$ cat src/rtl/pipe_ctrl_pkg.sv
// -----------------------------------------------------------------------------
// pipe_ctrl_pkg : shared stage indices, latency codes and hazard-cause encoding
// Rev 1.0
// -----------------------------------------------------------------------------
`default_nettype none

package pipe_ctrl_pkg;

  localparam int STG_F = 0;
  localparam int STG_D = 1;
  localparam int STG_E = 2;
  localparam int STG_M = 3;
  localparam int STG_W = 4;

  localparam int LAT_ALU  = 0;
  localparam int LAT_LOAD = 1;
  localparam int LAT_MUL  = 3;

  typedef enum logic [2:0] {
    CAUSE_NONE   = 3'd0,
    CAUSE_FREEZE = 3'd1,
    CAUSE_JUMP   = 3'd2,
    CAUSE_HAZARD = 3'd3,
    CAUSE_IMISS  = 3'd4
  } cause_e;

  // Highest-priority source wins; lower ones are ignored that cycle.
  function automatic cause_e pick_cause(input logic frozen, input logic jump,
                                        input logic haz, input logic imiss);
    if (frozen)      return CAUSE_FREEZE;
    else if (jump)   return CAUSE_JUMP;
    else if (haz)    return CAUSE_HAZARD;
    else if (imiss)  return CAUSE_IMISS;
    else             return CAUSE_NONE;
  endfunction

endpackage

`default_nettype wire

$ cat src/rtl/pipe_ctrl_sb_scoreboard.sv
// -----------------------------------------------------------------------------
// pipe_scoreboard : per-register forwarding-latency counters with two busy ports
// Rev 1.0
// -----------------------------------------------------------------------------
`default_nettype none

module pipe_scoreboard
  import pipe_ctrl_pkg::*;
#(
  parameter int NREGS = 32,
  parameter int LAT_W = 3,
  parameter int AW    = 5
) (
  input  logic             clk,
  input  logic             rst,
  input  logic             hold,
  input  logic             issue,
  input  logic [AW-1:0]    issue_rd,
  input  logic [LAT_W-1:0] issue_lat,
  input  logic [AW-1:0]    rs1,
  input  logic [AW-1:0]    rs2,
  output logic             rs1_busy,
  output logic             rs2_busy
);

  logic [LAT_W-1:0] sb_q [NREGS];
  logic [LAT_W-1:0] sb_d [NREGS];

  always_comb begin
    sb_d[0] = '0;
    for (int i = 1; i < NREGS; i++) begin
      sb_d[i] = sb_q[i];
      if (!hold && (sb_q[i] != '0)) begin
        sb_d[i] = sb_q[i] - LAT_W'(1);
      end
      // A new producer replaces whatever count was left on its rd.
      if (issue && (int'(issue_rd) == i)) begin
        sb_d[i] = issue_lat;
      end
    end
  end

  always_ff @(posedge clk or posedge rst) begin
    if (rst) begin
      for (int i = 0; i < NREGS; i++) begin
        sb_q[i] <= '0;
      end
    end else begin
      sb_q <= sb_d;
    end
  end

  assign rs1_busy = (rs1 != '0) && (sb_q[rs1] != '0);
  assign rs2_busy = (rs2 != '0) && (sb_q[rs2] != '0);

endmodule

`default_nettype wire

$ cat src/rtl/pipe_ctrl_sb.sv
// -----------------------------------------------------------------------------
// pipe_ctrl_sb : N-stage stall/bubble controller with latency scoreboard and perf counters
// Rev 1.0
// -----------------------------------------------------------------------------
`default_nettype none

module pipe_ctrl_sb
  import pipe_ctrl_pkg::*;
#(
  parameter int NUM_STAGES = 5,
  parameter int DEC_IDX    = STG_D,
  parameter int EX_IDX     = STG_E,
  parameter int MEM_IDX    = STG_M,
  parameter int NREGS      = 32,
  parameter int LAT_W      = 3,
  parameter int CNT_W      = 32
) (
  input  logic                  clk,
  input  logic                  rst,
  input  logic                  decode_i_valid,
  input  logic [4:0]            decode_i_rs1,
  input  logic [4:0]            decode_i_rs2,
  input  logic                  decode_i_rs1_used,
  input  logic                  decode_i_rs2_used,
  input  logic [4:0]            decode_i_rd,
  input  logic                  decode_i_reg_wen,
  input  logic [LAT_W-1:0]      decode_i_lat,
  input  logic                  execute_i_need_jump,
  input  logic                  icache_i_ready,
  input  logic                  dcache_i_ready,
  output logic [NUM_STAGES-1:0] ctrl_o_stall,
  output logic [NUM_STAGES-1:0] ctrl_o_bubble,
  output logic [CNT_W-1:0]      ctrl_o_stall_cnt,
  output logic [CNT_W-1:0]      ctrl_o_flush_cnt,
  output logic [CNT_W-1:0]      ctrl_o_freeze_cnt
);

  localparam int RW     = 5;
  localparam int NCNT   = 3;
  localparam int C_STL  = 0;
  localparam int C_FLS  = 1;
  localparam int C_FRZ  = 2;

  logic   rs1_busy;
  logic   rs2_busy;
  logic   frozen;
  logic   haz;
  logic   issue;
  cause_e cause;

  assign frozen = !dcache_i_ready;
  assign haz    = decode_i_valid &
                  ((decode_i_rs1_used & rs1_busy) | (decode_i_rs2_used & rs2_busy));
  assign cause  = pick_cause(frozen, execute_i_need_jump, haz, !icache_i_ready);

  // Decode still advances on an icache miss, so only freeze/jump/hazard block issue.
  assign issue  = !frozen & !execute_i_need_jump & !haz & decode_i_valid &
                  decode_i_reg_wen & (decode_i_rd != '0);

  pipe_scoreboard #(
    .NREGS (NREGS),
    .LAT_W (LAT_W),
    .AW    (RW)
  ) u_sb (
    .clk       (clk),
    .rst       (rst),
    .hold      (frozen),
    .issue     (issue),
    .issue_rd  (decode_i_rd),
    .issue_lat (decode_i_lat),
    .rs1       (decode_i_rs1),
    .rs2       (decode_i_rs2),
    .rs1_busy  (rs1_busy),
    .rs2_busy  (rs2_busy)
  );

  always_comb begin
    ctrl_o_stall  = '0;
    ctrl_o_bubble = '0;
    for (int k = 0; k < NUM_STAGES; k++) begin
      unique case (cause)
        CAUSE_FREEZE: begin
          ctrl_o_stall[k]  = (k <= MEM_IDX);
          ctrl_o_bubble[k] = (k == MEM_IDX + 1);
        end
        CAUSE_JUMP: begin
          ctrl_o_bubble[k] = (k >= 1) && (k <= EX_IDX);
        end
        CAUSE_HAZARD: begin
          ctrl_o_stall[k]  = (k <= DEC_IDX);
          ctrl_o_bubble[k] = (k == DEC_IDX + 1);
        end
        CAUSE_IMISS: begin
          ctrl_o_stall[k]  = (k == 0);
          ctrl_o_bubble[k] = (k == 1);
        end
        default: begin
        end
      endcase
    end
    if (rst) begin
      ctrl_o_stall  = '0;
      ctrl_o_bubble = '1;
    end
  end

  logic [CNT_W-1:0] cnt_q [NCNT];
  logic [CNT_W-1:0] cnt_d [NCNT];
  logic [NCNT-1:0]  cnt_hit;

  assign cnt_hit[C_STL] = (cause == CAUSE_HAZARD);
  assign cnt_hit[C_FLS] = (cause == CAUSE_JUMP);
  assign cnt_hit[C_FRZ] = (cause == CAUSE_FREEZE);

  always_comb begin
    for (int c = 0; c < NCNT; c++) begin
      cnt_d[c] = cnt_q[c];
      if (cnt_hit[c] && (cnt_q[c] != '1)) begin
        cnt_d[c] = cnt_q[c] + CNT_W'(1);
      end
    end
  end

  always_ff @(posedge clk or posedge rst) begin
    if (rst) begin
      for (int c = 0; c < NCNT; c++) begin
        cnt_q[c] <= '0;
      end
    end else begin
      cnt_q <= cnt_d;
    end
  end

  assign ctrl_o_stall_cnt  = cnt_q[C_STL];
  assign ctrl_o_flush_cnt  = cnt_q[C_FLS];
  assign ctrl_o_freeze_cnt = cnt_q[C_FRZ];

endmodule

`default_nettype wire

$ cat config.mk
export PLATFORM = sky130hd
export DESIGN_NAME = pipe_ctrl_sb
export DESIGN_NICKNAME = d
export VERILOG_FILES = /design/src/rtl/pipe_ctrl_pkg.sv /design/src/rtl/pipe_ctrl_sb_scoreboard.sv /design/src/rtl/pipe_ctrl_sb.sv
export SDC_FILE = /design/constraint.sdc
export NUM_CORES = 1
export LEC_CHECK = 0
export BUFFER_PORTS_ARGS = -buffer_cell sky130_fd_sc_hd__buf_2
export CAP_MARGIN = 10
export CORE_ASPECT_RATIO = 0.75
export CORE_MARGIN = 5
export CORE_UTILIZATION = 59
export CTS_CLUSTER_SIZE = 16
export DETAILED_ROUTE_END_ITERATION = 10
export PLACE_DENSITY_LB_ADDON = 0.05
export SETUP_SLACK_MARGIN = 0.15
export SLEW_MARGIN = 20
export SYNTH_ARGS = -nofsm -noshare
export SYNTH_HDL_FRONTEND = slang
export SYNTH_SLANG_ARGS = --single-unit
$ cat constraint.sdc
create_clock -name clk -period 7.55 [get_ports clk]
set_input_delay 1.1325 -clock clk [delete_from_list [all_inputs] [get_ports clk]]
set_output_delay 1.1325 -clock clk [all_outputs]
set_load 0.02 [all_outputs]
## Word-level counts from Yosys, hierarchy flattened

Cells that the tools add are included.

- Bits in registers: 189

- Add/sub/neg operators: 34
- Mux-type cells: 79
- Magnitude comparators: 2
- Bitwise operators: 11
- Eq/ne operators: 38
- Reduce and logical (&&, ||, !) cells: 140

Operator list:

| cell | number |
|---|---|
| $mux W3 | 70 |
| $reduce_bool A3 Y1 | 33 |
| $add A32 B1 Y32 const B | 3 |
| $ne A32 B32 Y1 const B | 3 |
| $sub A3 B1 Y3 const B | 31 |
| $eq A5 B5 Y1 const B | 16 |
| $logic_and A1 B1 Y1 | 67 |
| $reduce_bool A2 Y1 | 31 |
| $eq A5 B4 Y1 const B | 8 |
| $bmux W3 S5 | 2 |
| $eq A5 B3 Y1 const B | 4 |
| $reduce_bool A5 Y1 | 3 |
| $ge A6 B6 Y1 const B | 2 |
| $not A5 Y6 | 2 |
| $eq A5 B2 Y1 const B | 2 |
| $and A1 B1 Y1 | 8 |
| $eq A3 B2 Y1 const B | 2 |
| $reduce_or A2 Y1 | 3 |
| $eq A5 B1 Y1 const B | 1 |
| $mux W1 | 5 |
| $mux W5 | 1 |
| $mux W4 | 1 |
| $eq A3 B1 Y1 const B | 1 |
| $eq A3 B3 Y1 const B | 1 |
| other kinds (3) | 4 |

## Depth between registers and ports, before layout

Gate-level depths: netlist (run 1).

- Depth in word-level cells: 16
- Depth in mapped cells: 12
- Gate-level depth less buffers: 8

## Cells and area by module

Synthesis (run 1) repeated with hierarchy kept, for this count alone.

- Cell total of the unflattened synthesis: 1208
- Area total of the unflattened synthesis: 11169.5 um^2

By module, submodules not included:

| module | times used | area an instance (um^2) | cells each |
|---|---|---|---|
| pipe_scoreboard | 1 | 6401.1 | 753 |
| pipe_ctrl_sb | 1 | 4768.3 | 455 |

## Worst setup path before layout (run 1)

Ideal clock, no wire load.

- Path type: input to output
- Start: in rst
- End: out ctrl_o_bubble[4]
- Cell stages on the path: 2
- Path slack: 0.496 ns
- Arrival time: 5.921 ns
- Cell sequence: inv_1 -> nand2_1

- Longest elaborated chain between the ends: 1

RTL lines:

| what | RTL line | text |
|---|---|---|
| start, declared | pipe_ctrl_sb.sv:19 | `input logic rst,` |
| $mux W5 | pipe_ctrl_sb.sv:101 | `if (rst) begin` |
| end, declared | pipe_ctrl_sb.sv:32 | `output logic [NUM_STAGES-1:0] ctrl_o_bubble,` |

No other way between the ends.

## Worst setup path in the final report (run 1)

- Start: in decode_i_rs2[0]
- End: out ctrl_o_bubble[2]

- Longest elaborated chain between the ends: 16
- Elaborated cells on any way between the ends: 18
- Those cells by class: eq/ne: 2; mux: 8; bitwise: 4; reduce/logical: 4

RTL lines:

| what | RTL line | text |
|---|---|---|
| start, declared | pipe_ctrl_sb.sv:22 | `input logic [4:0] decode_i_rs2,` |
| $not A5 Y6 (not written as such) | pipe_ctrl_sb_scoreboard.sv:54 | `assign rs2_busy = (rs2 != '0) && (sb_q[rs2] != '0);` |
| $bmux W3 S5 | pipe_ctrl_sb_scoreboard.sv:54 |  |
| $mux W3 (not written as such) (2 in a row) | pipe_ctrl_sb_scoreboard.sv:54 |  |
| $reduce_bool A3 Y1 | pipe_ctrl_sb_scoreboard.sv:54 |  |
| $logic_and A1 B1 Y1 (*) | pipe_ctrl_sb_scoreboard.sv:54 |  |
| $and A1 B1 Y1 (*) | pipe_ctrl_sb.sv:53 | `((decode_i_rs1_used & rs1_busy) \| (decode_i_rs2_used & rs2_busy));` |
| $or A1 B1 Y1 (*) | pipe_ctrl_sb.sv:53 |  |
| $and A1 B1 Y1 (*) | pipe_ctrl_sb.sv:52 | `assign haz = decode_i_valid &` |
| $mux W3 (*) | pipe_ctrl_pkg.sv:32 | `else if (haz) return CAUSE_HAZARD;` |
| $mux W3 (*) | pipe_ctrl_pkg.sv:31 | `else if (jump) return CAUSE_JUMP;` |
| $mux W3 (*) | pipe_ctrl_pkg.sv:30 | `if (frozen) return CAUSE_FREEZE;` |
| $eq A3 B2 Y1 | pipe_ctrl_sb.sv:81 | `unique case (cause)` |
| $reduce_or A2 Y1 (no source line) (*) | -- |  |
| $mux W1 (*) | pipe_ctrl_sb.sv:81 |  |
| $mux W5 (*) | pipe_ctrl_sb.sv:101 |  |

Mark *: on every way between the ends. The rest lies on a longest branch, timed or not. The select of a mux whose other input is x is not followed.

==> summary.md, run 1 <==
| Metric | Value |
|---|---|
| Vias/cell | ~5.6 |
| First-pass GRT wire length | 42,500 um |
| Number of synthesized register bits | between 150 and 200 |
| Area share of the largest cell type after synthesis | between 40% and 50% |
| Root Driver | clkbuf_16 |
| Clock transition at the registers of the reported paths | 0.08 ns |
| Netlist cell types | 57 |
| Synth Instances | 1,153 |
| Met1 usage | 36.2% |
| Worst setup margin | 2.67 ns |
| Post-synth EDFFs | 0 |
| Yosys top cell by area | dfrtp_1 |
| Syn nets | approximately 1,200 |
| Maxcap violations | 0 |
| Placed Cells | 1,496 |
| Top FF cell, synth | dfrtp_1 |
| I/O Buffers | 131 |
| Final-layout fill cell count | 1,526 |
| DRC violation count after routing | 0 |
| Multi-input logic area | roughly 0.0059 mm2 |
| Leakage | 0.00618 uW |
| Power density cells | 317 mW/mm2 |
| Worst hold path class | flop to flop |
| Avg Cell Area, Syn | 9.76 um2 |
| Met3 GRT Util | about 4% |
| Endpoint class of the critical path | output pin |
| DRT antenna net count | 0 |
| CTS Hold Bufs | 0 |
| Worst path arrival time | 3.74 ns |
| Slew margin rel. | 43.4% |
| Most area-consuming cells after synthesis | dfrtp_1 42%, mux2_2 9.5%, ha_1 7.2% |
| Drt first pass iters | 5 |
| RSZ-0062 raised after global routing | no |
| Place WS | 2.71 ns |
| Setup CP Type | input pin to output pin |
| Hold Vio Cnt, Final | 0 |
| CTS Buf Count | 17 |
| Area Overhead vs Synth | 12.5% |
| Nets | around 1,400 |
| Setup Skew | 0.0154 ns |
| Chip Height | 130 um |
| Crit path largest cell delay | 0.58 ns |
| Clock latency on the worst-skew pair | 0.44 ns |
| Buf/Inv on CP | 2 |
| Initial antenna violation count | 1 |
| Most frequent cell after synthesis | dfrtp_1 |
| Final Slew Violations | 0 |
| Drt wl/cell | 16.7 um |
| # rows | 43 |
| Met2 Resource Use GR | a little over a third |
| Critical path, cell by cell | buf_2 -> or2_1 -> o22ai_1 -> o2111a_1 -> a41o_1 -> o311ai_1 -> and2_4 -> nand2b_1 -> a21o_1 -> buf_2 |
| Synthesized cell area | 0.0113 mm2 |
| Largest net degree at the start of global routing | 87 |
| Clock sinks | 189 |
| Clock Path Buffers | 2 |
| Die width | around 170 um |
| Vias | 8,565 |
| Seq/Total Area, Yosys | 42.0% |
| All-Layer GR Usage | 24.0% |
| Post-route setup TNS | 0 ns |
| Initial DRC count | between 600 and 700 |
| Core ar. | 0.0186 mm2 |
| Ys Warns | 0 |
| Critical Path Source Type | input pin |
| Slew @ Worst Pin | around 0.85 ns |
| Peak supply drop | 0.000185 V |
| GRT busiest layer | met2 |
| Post-DP HPWL | 18,100 um |
| Clock H-tree levels | 4 |
| Most frequent CP cell | buf_2 |
| Routability Congestion | 0.959 |
| Most frequent cells after synthesis | 189 x dfrtp_1, 108 x nand2_1, 105 x inv_1 |
| Worst EP required | 6.42 ns |
| TritonCTS clock tree | yes |
| Starting Density | a little over 60% |
| Sequential Area | 0.00473 mm2 |
| Status | completed |
| Gr ovfl total | 0 |
| Slowest CP cell | and2_4 |
| Clock period minus worst slack | 4.88 ns |
| Ports | ~130 |
| Fmax achieved | 205 MHz |
| Top delay family on crit path | compound AO/OA/AOI/OAI gates |
| Filler-free cell count of the finished design | 1,529 |
| Routed WL | 25,600 um |
| Post-CTS Setup Bufs | 0 |
| Share of layout cells above drive strength 1 | 21.3% |
| Die Area | roughly 0.022 mm2 |
| PostCTS Resize Cnt | 0 |
| Crit-path max FO | 48 |
| Vias in the first global route | about 8,300 |
| Final period util | 64.6% |
| Async S/R FF share, synth | 100% |
| Setup violations, final | 0 |
## layout by cell type, fill, tap and decap left out, types with 5 or more instances in the layout
cell type | Yosys | final
clkbuf_16 | 0 | 17
a211oi_1 | 12 | 12
buf_2 | 7 | 131
a31oi_1 | 5 | 5
and4_1 | 22 | 22
mux2_2 | 95 | 95
a21oi_1 | 18 | 18
xnor2_1 | 82 | 82
nor3_1 | 41 | 41
nand2_1 | 108 | 108
ha_1 | 65 | 65
xor2_1 | 41 | 41
inv_1 | 105 | 104
nand4_1 | 26 | 26
nand2b_1 | 36 | 36
dfrtp_1 | 189 | 189
and3_1 | 30 | 30
o21ai_0 | 66 | 66
nor4_1 | 32 | 32
nand3_1 | 54 | 54
nor2_1 | 38 | 38
## worst reg2reg max path: stages (launching register included)
cell,delay (ns)
dfrtp_1,0.41
nor3_1,0.48
a211oi_1,0.18
o2111a_1,0.27
a41o_1,0.21
o311ai_1,0.37
and2_4,0.58
and4_1,0.39
mux2_2,0.35
## flip-flops by register name, indices dropped and copies added (netlist names)
| register | count |
|---|---|
| ctrl_o_freeze_cnt | 32 |
| ctrl_o_flush_cnt | 32 |
| u_sb.sb_q | 93 |
| ctrl_o_stall_cnt | 32 |
## metal layers
| metal | vias up | wire length [um] |
|---|---|---|
| li1 | 4236 | - |
| met1 | 4100 | 12700 |
| met2 | 201 | 11300 |
| met3 | 28 | 1190 |
| met4 | 0 | 369 |
| met5 | - | 0 |
## report_power, final
group / internal [uW] / switching, uW
clock network: 458 / 450
registers: 1320 / 311
logic: 743 / 730
## logic make-up after synthesis
group | count (synthesis) | share of synthesized area [%]
AND/OR/NAND/NOR | 414 | 19.9
flip-flops | 189 | 42.0
buffers and inverters | 144 | 5.36
XOR/XNOR | 123 | 9.57
AO/OA/AOI/OAI | 121 | 6.32
multiplexers | 96 | 9.59
adder cells (fa/ha/maj) | 65 | 7.22
other | 1 | 0.0333
## final timing paths
check | from | end | slack, ns | cells after the start
max reg2reg | u_sb.sb_q[24]$_DFFE_PP0P_ | u_sb.sb_q[8]$_DFFE_PP0P_ | 4.21 | 8
min reg2reg | ctrl_o_flush_cnt[30]$_DFFE_PP0P_ | ctrl_o_flush_cnt[30]$_DFFE_PP0P_ | 0.48 | 1
max in group asynchronous | rst | u_sb.sb_q[42]$_DFFE_PP0P_ | 5.60 | 3
max | decode_i_rs2[0] | ctrl_o_bubble[2] | 2.67 | 10
min in group asynchronous | rst | ctrl_o_flush_cnt[9]$_DFFE_PP0P_ | 0.84 | 2
min | ctrl_o_flush_cnt[30]$_DFFE_PP0P_ | ctrl_o_flush_cnt[30]$_DFFE_PP0P_ | 0.48 | 1
## cell type report
class | count | share of cell area, %
clock inverter | 14 | 1.31
antenna | 1 | 0.0198
multi-input combinational | 820 | 46.8
clock buffer | 18 | 3.47
tap | 247 | 2.44
inverter | 105 | 3.17
sequential | 189 | 37.4
timing repair buffer | 135 | 5.42
## per-stage QoR
step                      hold slack, ns  utilization, %  total power [uW]  instance area, um2
final                              0.481            68.0              4010               12700
after global routing               0.507            68.0              4370               12700
after CTS                          0.489            68.0              4040               12700
after detailed placement           0.476            64.7              3110               12100
after global placement             0.471            64.7              3050               12100
after floorplan                    0.589               -              2750               11300
(Power assumes the default switching activity.)
==> run 2: changes to the inputs <==
ABC_AREA = 1   (was default)
CORE_UTILIZATION = 54   (was 59)
clock period = 4.2 ns   (was 7.55 ns; I/O delays follow)
==> summary.md, run 2 <==
| Metric | Value |
|---|---|
| Largest net degree at the start of global routing | 123 (+41%) |
| Setup Skew | 0.0146 ns (-0.000817 ns) |
| Logic gate share of total power | 39.6% (+2.8 points) |
| Seq/Total Area, Yosys | 37.9% (-4.2 points) |
| Root Driver | clkbuf_16 |
| Most frequent cells in the layout | 367 x nand2_1, 231 x nor2_1, 208 x nand3_1 |
| Setup CP Type | input pin to output pin |
| Post-layout util | 60.3% (-7.7 points) |
| Core ar. | 0.0229 mm2 (+23%) |
| Routability Congestion | 0.952 (-0.65%) |
| Total power | 7270 uW (+81%) |
| Area share of the largest cell type after synthesis | 37.9% (-4.2 points) |
| Async S/R FF share, synth | 100% (unchanged) |
| Most common cell after layout, fill and taps aside | nand2_1 |
| Slew margin rel. | 40.7% (-2.7 points) |
| Slowest CP cell | nor2_1 |
| RSZ-0062 raised after global routing | no |
| Critical Path Source Type | input pin |
| Peak supply drop | 0.000338 V (+83%) |
| Ys Warns | 0 (unchanged) |
| Clock transition at the registers of the reported paths | 0.07 ns (about the same) |
| Nets | 1,873 (+38%) |
| Seq pwr share | 38.8% (-1.8 points) |
| Area Overhead vs Synth | 10.4% |
| Clock sinks | 189 (unchanged) |
| I/O Buffers | 131 (unchanged) |
| All-Layer GR Usage | 26.2% (+2.2 points) |
| Initial antenna violation count | 1 (unchanged) |
| Clock latency on the worst-skew pair | 0.44 ns (about the same) |
| Slew @ Worst Pin | 0.890 ns (+0.0402 ns) |
| Fmax achieved | 288 MHz |
| Vias/cell | 5.51 (-1.6%) |
| Setup violations, final | 0 (unchanged) |
| Most frequent cells after synthesis | 367 x nand2_1, 232 x nor2_1, 208 x nand3_1 |
| Synth Instances | 1,708 (+48%) |
| Ports | 133 (unchanged) |
| TritonCTS clock tree | yes |
| Vias in the first global route | 10,702 (+29%) |
| Synthesized cell area | 0.0125 mm2 (+11%) |
| Crit-path max FO | 11 (-77%) |
| Syn nets | 1,800 (+45%) |
| # rows | 48 (+12%) |
| DRC violation count after routing | 0 (unchanged) |
| Clock power frac | 21.6% (-1.0 points) |
| Number of synthesized register bits | 189 (unchanged) |
| Drt first pass iters | 6 (+1) |
| Initial DRC count | 1,248 (+100%) |
| Chip Height | 142 um (+9.3%) |
| Filler-free cell count of the finished design | 2,094 (+37%) |
| Starting Density | 54.6% (-5.9 points) |
| Fin Hold WS | 0.501 ns (+0.0197 ns) |
| Clock period minus worst slack | about 3.5 ns |
| Post-synth EDFFs | 0 (unchanged) |
| Die width | 186 um (+9.5%) |
| Status | completed |
| Most frequent cell after synthesis | nand2_1 |
| PostCTS Resize Cnt | 0 (unchanged) |
| Crit path largest cell delay | 0.52 ns (-0.06 ns) |
| Switching share of power | 39.9% (+2.7 points) |
| CTS Buf Count | 17 (unchanged) |
| Leakage | 0.00701 uW (+13%) |
| DRT antenna net count | 0 (unchanged) |
| Post-CTS Setup Bufs | 0 (unchanged) |
| Worst hold path class | input pin to async pin |
| Endpoint class of the critical path | output pin |
| Final Slew Violations | 0 (unchanged) |
| Share of layout cells above drive strength 1 | 12.0% (-9.3 points) |
| Biggest register | u_sb.sb_q |
| Power density cells | 527 mW/mm2 (+67%) |
| Worst path arrival time | 2.85 ns (-0.89 ns) |
| Vias | 11,542 (+35%) |
| Netlist cell types | 30 (-47%) |
| Post-DP HPWL | 24,200 um (+33%) |
| Clock H-tree levels | 4 (unchanged) |
| Maxcap violations | 0 (unchanged) |
| Pint | 4370 uW (+74%) |
| Critical path, cell by cell | buf_2 -> inv_1 -> nor2_1 -> a21oi_1 -> nand2_1 -> o21ai_0 -> nand2_1 -> nand3_1 -> nand2_1 -> nand2_1 -> nand2_2 -> nand2_2 -> nor2_1 -> o21ai_0 -> o21ai_1 -> buf_2 |
| Max reg flops | 93 (unchanged) |
| CTS Hold Bufs | 0 (unchanged) |
| Most frequent CP cell | nand2_1 |
| Most area-consuming cells after synthesis | dfrtp_1 38%, nand2_1 11%, nand3_1 8.3% |
| Avg Cell Area, Syn | 7.31 um2 (-25%) |
| Yosys top cell by area | dfrtp_1 |
| Placed Cells | 2,062 (+38%) |
| Gr ovfl total | 0 (unchanged) |
| Routed WL | 34,000 um (+33%) |
| Worst EP required | 3.57 ns (-2.85 ns) |
| Drt wl/cell | 16.2 um (-3.0%) |
| Top FF cell, synth | dfrtp_1 |
| First-pass GRT wire length | 55,600 um (+31%) |
| Clock Path Buffers | 2 (unchanged) |
| Hold Vio Cnt, Final | 0 (unchanged) |
| Die Area | 0.0263 mm2 (+20%) |
| Switching power | 2900 uW (+94%) |
| Diode count | 0 (-1) |
| Final period util | 82.8% |
| Post-route setup TNS | 0 ns (unchanged) |
[run 2: stage by stage]
| stage | setup slack (ns) | cell area, um2 |
|---|---|---|
| after floorplan | -0.438 | 12500 |
| after global placement | 0.874 | 13200 |
| after detailed placement | 0.787 | 13200 |
| after CTS | 0.778 | 13800 |
| after global routing | 0.456 | 13800 |
| final | 0.723 | 13800 |
[run 2: cell families (layout without fill, tap and decap cells)]
logic type | after synthesis | after routing | share of synthesized area, %
other | 1 | 1 | 0.0300
and+or+nand+nor | 1009 | 1009 | 36.1
xor gates and xnor gates | 122 | 122 | 8.55
adders and majority gates | 65 | 65 | 6.51
DFF | 189 | 189 | 37.9
AOI/OAI and AO/OA | 71 | 71 | 2.91
buffers and inverters | 251 | 337 | 8.02
[run 2: power by group through the flow]
stage	sequential, uW	combinational (uW)	clock, uW
2_1_floorplan	2820	2170	0
3_3_place_gp	2830	2800	0
3_5_place_dp	2830	2870	0
4_1_cts	2810	2880	1600
5_1_grt	2880	3370	1680
6_report	2820	2880	1570
[run 2: metal layers]
metal,global-route usage [%],part of all wire (%),up-vias
met4,5.52,0.93,2
met1,40.2,48,5412
met2,38.0,43,382
met5,0,0.059,-
met3,5.79,7.8,30
li1,-,-,5716
[run 2: final timing paths]
path                                                    endpoint  cells after the start                            start  slack [ns]
worst max-delay path                             ctrl_o_stall[0]                     16                  decode_i_rs2[0]        0.72
worst min-delay path            ctrl_o_stall_cnt[31]$_DFFE_PP0P_                      3                              rst        0.50
worst max register to register  ctrl_o_stall_cnt[21]$_DFFE_PP0P_                     13  ctrl_o_stall_cnt[0]$_DFFE_PP0P_        1.50
worst min register to register         u_sb.sb_q[46]$_DFFE_PP0P_                      2        u_sb.sb_q[46]$_DFFE_PP0P_        0.51
max in group asynchronous               u_sb.sb_q[3]$_DFFE_PP0P_                      3                              rst        2.99
min in group clk                       u_sb.sb_q[46]$_DFFE_PP0P_                      2        u_sb.sb_q[46]$_DFFE_PP0P_        0.51
[run 2: critical path: cells and delay by family]
family | cells | cell delay, ns
AO/OA/AOI/OAI | 4 | 0.50
buffers and inverters | 3 | 0.51
AND/OR/NAND/NOR | 9 | 1.19
[run 2: area by class of cell]
| type | instances | area, um2 |
|---|---|---|
| Clock buffer | 22 | 464 |
| Clock inverter | 10 | 90.1 |
| Fill cell | 2132 | 9090 |
| Inverter | 164 | 619 |
| Multi-Input combinational cell | 1268 | 6770 |
| Sequential cell | 189 | 4730 |
| Tap cell | 300 | 375 |
| Timing Repair Buffer | 141 | 743 |
==> run 3: changes to the inputs <==
ABC_AREA = 0   (was 1)
CORE_UTILIZATION = 59   (was 54)
clock period = 3.6 ns   (was 4.2 ns; I/O delays follow)
==> summary.md, run 3 (same netlist as run 1, synthesis figures left out) <==
| Metric | Value |
|---|---|
| Status | completed |
| Hold Vio Cnt, Final | 0 (unchanged) |
| TritonCTS clock tree | yes |
| Gr ovfl total | 0 (unchanged) |
| GRT busiest layer | met2 |
| Switching share of power | 36.9% (-2.9 points) |
| Logic gate share of total power | 37.4% (-2.2 points) |
| First-pass GRT wire length | 43,400 um (-22%) |
| Maxcap violations | 0 (unchanged) |
| Initial antenna violation count | 0 (-1) |
| Starting Density | 60.5% (+5.9 points) |
| Endpoint class of the critical path | output pin |
| Seq pwr share | 40.4% (+1.6 points) |
| Sequential Area | 0.00473 mm2 (unchanged) |
| Ports | 133 (unchanged) |
| Fmax achieved | between 300 and 400 MHz |
| Clock sinks | 189 (unchanged) |
| Routability Congestion | 0.917 (-3.7%) |
| Vias/cell | 5.72 (+3.8%) |
| Biggest register | u_sb.sb_q |
| Slew @ Worst Pin | 0.908 ns (+0.0179 ns) |
| DRC violation count after routing | 0 (unchanged) |
| Met1 usage | 36.2% (-4.1 points) |
| Met3 GRT Util | 4.79% (-1.0 points) |
| Root Driver | clkbuf_16 |
| Met2 Resource Use GR | 37.3% (-0.70 points) |
| Pint | 5350 uW (+22%) |
| DRT antenna net count | 0 (unchanged) |
| Crit-path max FO | 7 (-4) |
| CTS Hold Bufs | 0 (unchanged) |
| Worst hold path class | input pin to async pin |
| Power density cells | 663 mW/mm2 (+26%) |
| Max reg flops | 93 (unchanged) |
| Clock period minus worst slack | 3.30 ns |
| Setup CP Type | flop to output pin |
| RSZ-0062 raised after global routing | no |
| Core ar. | 0.0186 mm2 (-19%) |
| Most common cell after layout, fill and taps aside | dfrtp_1 |
| Drt first pass iters | 5 (-1) |
| Leakage | 0.00623 uW (-11%) |
| Share of layout cells above drive strength 1 | 22.3% (+10 points) |
| Most frequent cells in the layout | 189 x dfrtp_1, 131 x buf_2, 108 x nand2_1 |
| Worst EP required | 3.06 ns (-0.51 ns) |
| Vias | 8,785 (-24%) |
| All-Layer GR Usage | 24.4% (-1.8 points) |
| Post-layout util | 68.7% (+8.4 points) |
| Post-route setup TNS | 0 ns (unchanged) |
| Die width | 170 um (-8.7%) |
| Clock Path Buffers | 2 (unchanged) |
| Filler-free cell count of the finished design | 1,536 (-27%) |
| Final-layout fill cell count | 1,512 (-29%) |
| Post-DP HPWL | 18,300 um (-24%) |
| Placed Cells | 1,502 (-27%) |
| Final Instance Area | 0.0128 mm2 (-7.3%) |
| Vias in the first global route | 8,511 (-20%) |
| # rows | 43 (-10%) |
| I/O Buffers | 131 (unchanged) |
| Peak supply drop | 0.000346 V (+2.5%) |
| Final Slew Violations | 0 (unchanged) |
| Switching power | 3130 uW (+8.0%) |
| Clock power frac | 22.2% (+0.6 points) |
| Initial DRC count | 562 (-55%) |
| Area Overhead vs Synth | 13.6% |
| Clock H-tree levels | 4 (unchanged) |
| Post-DP Area | 0.0121 mm2 (-8.5%) |
| Multi-input logic area | 0.00597 mm2 (-12%) |
| Setup violations, final | 0 (unchanged) |
| Clock transition at the registers of the reported paths | 0.08 ns (about the same) |
| Die Area | 0.0220 mm2 (-16%) |
| Diode count | 0 (unchanged) |
| Setup Skew | 0.0182 ns (+0.00360 ns) |
| Largest net degree at the start of global routing | 190 (+54%) |
| Nets | 1,369 (-27%) |
| Routed WL | 25,900 um (-24%) |
| CTS Buf Count | 17 (unchanged) |
| Critical Path Source Type | flop |
| Chip Height | 130 um (-8.5%) |
| Slew margin rel. | 39.5% (-1.2 points) |
| Clock latency on the worst-skew pair | 0.44 ns (about the same) |
| Worst path arrival time | 2.76 ns (-0.09 ns) |
| Drt wl/cell | 16.9 um (+4.0%) |
| Final period util | 91.8% |
run 3: cell count changes in the layout (fill, tap and decap cells not counted), sizes merged, moves of 53 or more:
cell / previous run / this run
inv: 164 / 110
nand4: 108 / 26
nor2: 235 / 38
mux2: 0 / 95
nand2: 369 / 108
xnor2: 29 / 82
nand3: 208 / 58
run 3: worst max-delay path: stages, from the launching register on:
cell and delay [ns]:
dfrtp_1 0.40, nor3_1 0.50, nand3_1 0.15, a41o_1 0.26, o311ai_1 0.35, and2_4 0.29, nand2b_1 0.07, a21o_1 0.16
buf_2 0.15
run 3: final timing paths:
path | start | to | slack [ns] | cells after the start
max in group asynchronous | rst | u_sb.sb_q[47]$_DFFE_PP0P_ | 2.47 | 4
worst max-delay path | u_sb.sb_q[37]$_DFFE_PP0P_ | ctrl_o_bubble[2] | 0.30 | 8
min in group clk | ctrl_o_freeze_cnt[22]$_DFFE_PP0P_ | ctrl_o_freeze_cnt[22]$_DFFE_PP0P_ | 0.48 | 1
worst min register to register | ctrl_o_freeze_cnt[22]$_DFFE_PP0P_ | ctrl_o_freeze_cnt[22]$_DFFE_PP0P_ | 0.48 | 1
worst max register to register | u_sb.sb_q[37]$_DFFE_PP0P_ | u_sb.sb_q[49]$_DFFE_PP0P_ | 0.59 | 9
worst min-delay path | rst | ctrl_o_flush_cnt[15]$_DFFE_PP0P_ | 0.27 | 3
run 3: power by group through the flow:
stage	Combinational, uW	Sequential [uW]	Clock, uW
6_report	3170	3430	1880
5_1_grt	3680	3530	2000
4_1_cts	3180	3390	1920
3_5_place_dp	3130	3420	0
3_3_place_gp	2990	3410	0
2_1_floorplan	2370	3390	0
run 3: cell type report:
| class | count | area share (%) |
|---|---|---|
| clock buffer | 17 | 3.33 |
| clock inverter | 14 | 1.23 |
| inverter | 105 | 3.11 |
| tap | 247 | 2.42 |
| sequential | 189 | 37.0 |
| timing repair buffer | 144 | 6.24 |
| multi-input combinational | 820 | 46.7 |
run 3: per-layer routing:
layer	up-vias	part of all wire, %	routed length (um)
met5	-	0	0
met2	225	46	11800
met3	22	5.6	1450
li1	4262	-	-
met4	0	0.97	252
met1	4276	48	12400
run 3: what timing repair did:
item,in CTS,in global routing
gates resized for setup,3,6
cloned,0,0
endpoints found under the setup margin,4,3
setup buffers,0,2
pin swaps,0,1
run 3: per-stage QoR:
step                power [uW]  hold WS, ns  setup slack, ns
global route              9210        0.338            0.160
global placement          6400        0.469            0.440
floorplan                 5760        0.589           -0.851
finish                    8480        0.270            0.295
detailed placement        6550        0.475            0.335
CTS                       8490        0.489            0.176
